==> src/rtl/rename_reg_file.sv <==
// rename_reg_file: N-wide register status/value file resolving sources to value or ROB tag,
// with intra-group forwarding and commit bypass.
module rename_reg_file #(
    parameter int NREG    = 32,
    parameter int XLEN    = 32,
    parameter int TAG_W   = 4,
    parameter int ISSUE_W = 2,
    parameter int RW      = $clog2(NREG)
) (
    input  logic                     clk,
    input  logic                     rst,
    input  logic                     rdy,
    input  logic [ISSUE_W-1:0]       iss_valid,
    input  logic [ISSUE_W-1:0]       iss_rs1_hv,
    input  logic [ISSUE_W-1:0]       iss_rs2_hv,
    input  logic [ISSUE_W-1:0]       iss_rd_hv,
    input  logic [ISSUE_W*RW-1:0]    iss_rs1,
    input  logic [ISSUE_W*RW-1:0]    iss_rs2,
    input  logic [ISSUE_W*RW-1:0]    iss_rd,
    input  logic [ISSUE_W*TAG_W-1:0] iss_tag,
    output logic [ISSUE_W*XLEN-1:0]  vj,
    output logic [ISSUE_W*XLEN-1:0]  vk,
    output logic [ISSUE_W*TAG_W-1:0] qj,
    output logic [ISSUE_W*TAG_W-1:0] qk,
    input  logic                     cm_valid,
    input  logic [RW-1:0]            cm_rd,
    input  logic [TAG_W-1:0]         cm_tag,
    input  logic [XLEN-1:0]          cm_data,
    input  logic                     flush
);
    logic [NREG-1:0]  busy;
    logic [TAG_W-1:0] tag_r  [NREG];
    logic [XLEN-1:0]  data_r [NREG];

    for (genvar i = 0; i < ISSUE_W; i++) begin : g_slot
        for (genvar k = 0; k < 2; k++) begin : g_src
            logic [RW-1:0]    s;
            logic             hv;
            logic             fwd;
            logic [TAG_W-1:0] ftag;
            logic [XLEN-1:0]  v;
            logic [TAG_W-1:0] q;
            assign s  = (k == 0) ? iss_rs1[i*RW +: RW] : iss_rs2[i*RW +: RW];
            assign hv = (k == 0) ? iss_rs1_hv[i] : iss_rs2_hv[i];
            // later (younger) older-slot matches overwrite earlier ones
            always_comb begin
                fwd  = 1'b0;
                ftag = '0;
                for (int j = 0; j < i; j++)
                    if (iss_valid[j] && iss_rd_hv[j] && iss_rd[j*RW +: RW] == s) begin
                        fwd  = 1'b1;
                        ftag = iss_tag[j*TAG_W +: TAG_W];
                    end
            end
            always_comb begin
                v = '0;
                q = '0;
                if (!iss_valid[i] || !hv || s == '0) begin
                    v = '0;
                end else if (fwd) begin
                    q = ftag;
                end else if (busy[s] && cm_valid && cm_tag == tag_r[s]) begin
                    v = cm_data;
                end else if (busy[s]) begin
                    q = tag_r[s];
                end else begin
                    v = data_r[s];
                end
            end
            if (k == 0) begin : g_j
                assign vj[i*XLEN +: XLEN]   = v;
                assign qj[i*TAG_W +: TAG_W] = q;
            end else begin : g_k
                assign vk[i*XLEN +: XLEN]   = v;
                assign qk[i*TAG_W +: TAG_W] = q;
            end
        end
    end

    // statement order sets priority: commit clear, then flush, then issue (youngest slot last)
    always_ff @(posedge clk) begin
        if (rst) begin
            busy <= '0;
            for (int r = 0; r < NREG; r++) begin
                tag_r[r]  <= '0;
                data_r[r] <= '0;
            end
        end else if (rdy) begin
            if (cm_valid && cm_rd != '0) begin
                data_r[cm_rd] <= cm_data;
                if (busy[cm_rd] && tag_r[cm_rd] == cm_tag) begin
                    busy[cm_rd]  <= 1'b0;
                    tag_r[cm_rd] <= '0;
                end
            end
            if (flush) begin
                busy <= '0;
                for (int r = 0; r < NREG; r++)
                    tag_r[r] <= '0;
            end else begin
                for (int i = 0; i < ISSUE_W; i++)
                    if (iss_valid[i] && iss_rd_hv[i] && iss_rd[i*RW +: RW] != '0) begin
                        busy[iss_rd[i*RW +: RW]]  <= 1'b1;
                        tag_r[iss_rd[i*RW +: RW]] <= iss_tag[i*TAG_W +: TAG_W];
                    end
            end
        end
    end
endmodule

==> config.mk <==
export PLATFORM = sky130hd
export DESIGN_NAME = rename_reg_file
export DESIGN_NICKNAME = d
export VERILOG_FILES = /design/src/rtl/rename_reg_file.sv
export SDC_FILE = /design/constraint.sdc
export NUM_CORES = 2
export LEC_CHECK = 0
export BUFFER_PORTS_ARGS = -buffer_cell sky130_fd_sc_hd__buf_2
export CORE_MARGIN = 2
export CORE_UTILIZATION = 60
export CTS_CLUSTER_SIZE = 12
export DETAILED_ROUTE_END_ITERATION = 6
export PLACE_DENSITY = 0.77
export SYNTH_ARGS = -nofsm -noshare
export SYNTH_HDL_FRONTEND = slang
export SYNTH_SLANG_ARGS = --single-unit
export TNS_END_PERCENT = 20
==> constraint.sdc <==
create_clock -name clk -period 6.5 [get_ports clk]
set_input_delay 1.3 -clock clk [delete_from_list [all_inputs] [get_ports clk]]
set_output_delay 1.3 -clock clk [all_outputs]
set_load 0.01 [all_outputs]
==> impl_metrics.tcl <==
set metrics [dict create \
    place_congestion 0.993 \
    die_x_um 383 \
    critPathMaxStageDelay_ns 0.76 \
    cpMostUsedCell "mux4_2" \
    cts_root_buf "clkbuf_16" \
    finalCriticalPeriod_ns 6.17 \
    p_int_w 0.0149 \
    die_area_um2 147000 \
    power_density_nw_per_um2 223 \
    status "finished, violations left" \
    clkTransAtPathRegs_ns 0.06 \
    ir_drop_v 0.000268 \
    setup_violations 0 \
    synth_top_family_by_area "multiplexers" \
    num_vias 63500 \
    placed_cells 7337 \
    worst-path-max-fanout 22 \
    synthTopCellsByArea "edfxtp_1 (40%), mux4_2 (37%), and2_1 (7.2%)" \
    period_share_pct 94.9 \
    dp_hpwl_um 196000 \
    firstDrtPassIters 7 \
    hold_viol 0 \
    hold_class "register to register" \
    synthCells 5642 \
    wire_per_inst_um 43.6 \
    reg2reg_slack_ns 2.81 \
    areaGrowthSynthToFinish_pct 8.72 \
    routed_via_density 8.33 \
    fmax_mhz 162 \
    antenna_found_initial 25 \
    cp-end-kind "primary output" \
    pwr-share-seq_pct 44.3 \
    synthSimpleGateAreaFrac_pct 10.4 \
    netlist.area_leader.share_pct 40.0 \
    slew-limit-headroom_pct 12.1 \
    netlist_area_um2 86400 \
    drive_above_1_share_pct 38.0 \
    wl_met1_um 104000 \
    finClkSkew_ns 0.0143 \
    critPathSlowestCell "nand2b_2" \
    coreArea_um2 143000 \
    route.met3.wl_um 59700 \
    cap_violations 0 \
    cts_hold_buffers 0 \
    routed.top_layer "met5" \
    rr_worst_depth 8 \
    path_delay_family "simple AND/OR/NAND/NOR gates" \
    grt_max_degree 138 \
    crit_chain "buf_8 -> mux4_2 -> mux4_2 -> nor2b_1 -> or2_1 -> nand2b_2 -> buf_4 -> nor2_1 -> a31o_1 -> buf_2" \
    grt.total_usage_pct 45.6 \
    synth_seq_cells 1184 \
    tightestPinTransition_ns 1.32 \
    critPathBufInv 3 \
    clock-sinks 1184 \
    io_buffers 235 \
    dieHeight_um 383 \
    drc 1 \
    p_comb_share_pct 19.8 \
    pwr-share-clk_pct 35.9 \
    ys_seq_area_share_pct 40.8 \
    synthAdderAreaFrac_pct 0 \
    finalNetCount 5665 \
    drt_iter0_markers 12400 \
    wl_met2_um 145000 \
    clockBufferDepth 3 \
    p_leak_nw 31.5 \
    arrival_ns 4.87 \
    setup_tns_ns 0 \
    synth_cell_types 68 \
    grt-ovfl-total 0 \
    synth_edf_count 1152 \
    synth_xor_xnor_area_share_pct 0.314 \
    cts_tree "yes" \
    io_pins 236 \
    min_delay_path_depth 2 \
    synthMuxAreaShare_pct 41.0 \
    required_ns 5.20 \
    yosys_most_used_dff "edfxtp_1" \
    post_cts_buffers 0 \
    drv_slew 0 \
    crit_cells 10 \
    mostFrequentLayoutCells "mux4_2 (1438), edfxtp_1 (1152), and2_1 (999)" \
    htree_levels 4 \
    mostFrequentLayoutCell "mux4_2" \
    postSynthAreaPerCell_um2 15.3 \
    violations "DRC" \
    rsz0062_at_grt "no" \
    synth_compound_area_share_pct 4.05 \
    initial_utilization_pct 60.3 \
    grt_pass1_wl_um 465000 \
    yosys_warnings 0 \
    fin_cells 7625 \
    async_reset_ff_share_pct 0 \
    wl_um 333000 \
    ctsResizeCount 0 \
    startpoint_type "input port" \
    insertion_delay_ns 0.80 \
    ant_nets 0 \
    critPathKind "input port to primary output" \
    synth_top_cell_by_area "edfxtp_1" \
    fillers 9843 \
    first_global_vias 61500 \
    switching_share_pct 28.9 \
    p_sw_w 0.00605 \
    cts_made_buffers 137 \
    rows 139 \
]
## layout make-up
cell class | instances | area, um^2 | area share (%)
Clock buffer | 174 | 3610 | 3.84
Clock inverter | 71 | 566 | 0.602
Tap cell | 1903 | 2380 | 2.54
Inverter | 9 | 41.3 | 0.0440
Multi-Input combinational cell | 3808 | 48700 | 51.9
Timing Repair Buffer | 433 | 3280 | 3.49
Sequential cell | 1184 | 35200 | 37.5
Antenna cell | 43 | 108 | 0.115
## synthesized netlist by cell type (all sizes together), types with 4 or more instances
cell / number
mux2i: 260
dfxtp: 32
buf: 201
or2: 40
nand2b: 14
nor2: 207
a21oi: 44
and2: 999
nor3b: 13
a31o: 64
nor2b: 27
a211oi: 5
clkbuf: 475
nand4: 14
nor3: 42
mux2: 14
o21ai: 50
edfxtp: 1152
a32o: 22
or4: 22
nand2: 120
o211ai: 6
mux4: 1449
o22ai: 23
nand3: 36
nor4: 14
nand3b: 10
o31ai: 4
a22o: 116
o2bb2ai: 64
xnor2: 20
inv: 9
xor2: 11
a22oi: 39
## registers in the layout, summed over array words and instances, names as in the netlist
name,cells
data_r,1024
tag_r,128
busy,32
## layer usage
metal  track usage (%)  vias up
li1                  -    23200
met1              60.0    31800
met2              64.5     7030
met3              18.0     1464
met4              27.5        8
met5             0.227        -
## cell families (layout without fill, tap and decap cells)
logic type                Yosys count  in the layout
buffers and inverters             685            687
xor gates and xnor gates           31             31
other                               1             79
muxes                            1723           1723
DFF                              1184           1184
AOI/OAI and AO/OA                 450            450
and+or+nand+nor                  1568           1568
## metrics by stage
step / utilization [%] / instance area [um^2] / hold WS, ns / setup slack, ns / total power (W)
4_1_cts: 65.5 / 93800 / 0.553 / 0.442 / 0.0207
3_3_place_gp: 62.5 / 89600 / 0.534 / 0.517 / 0.0133
2_1_floorplan: - / 86500 / 0.471 / 1.15 / 0.0120
3_5_place_dp: 62.5 / 89600 / 0.545 / 0.455 / 0.0134
5_1_grt: 65.5 / 93800 / 0.590 / 0.300 / 0.0213
6_report: 65.5 / 93900 / 0.556 / 0.331 / 0.0209
## tightest hold or removal path, cell delays in order, from the launching register on
cell and delay [ns]:
dfxtp_1 0.37, nand2_1 0.08, o21ai_0 0.06
## worst paths after layout
| kind | start | end |
|---|---|---|
| hold / removal | busy[23] | busy[23] |
| setup / recovery | iss_rs1[5] | vj[63] |
| setup reg to reg | tag_r[9][1] | busy[8] |
| hold reg to reg | busy[23] | busy[23] |
## power groups by stage
stage	clock, W	combinational [W]	sequential [W]
2_1_floorplan	0	0.00277	0.00919
3_3_place_gp	0	0.00399	0.00933
3_5_place_dp	0	0.00402	0.00939
4_1_cts	0.00746	0.00403	0.00923
5_1_grt	0.00775	0.00421	0.00930
6_report	0.00751	0.00415	0.00927
Note: power is estimated with default switching activity, not from simulation.
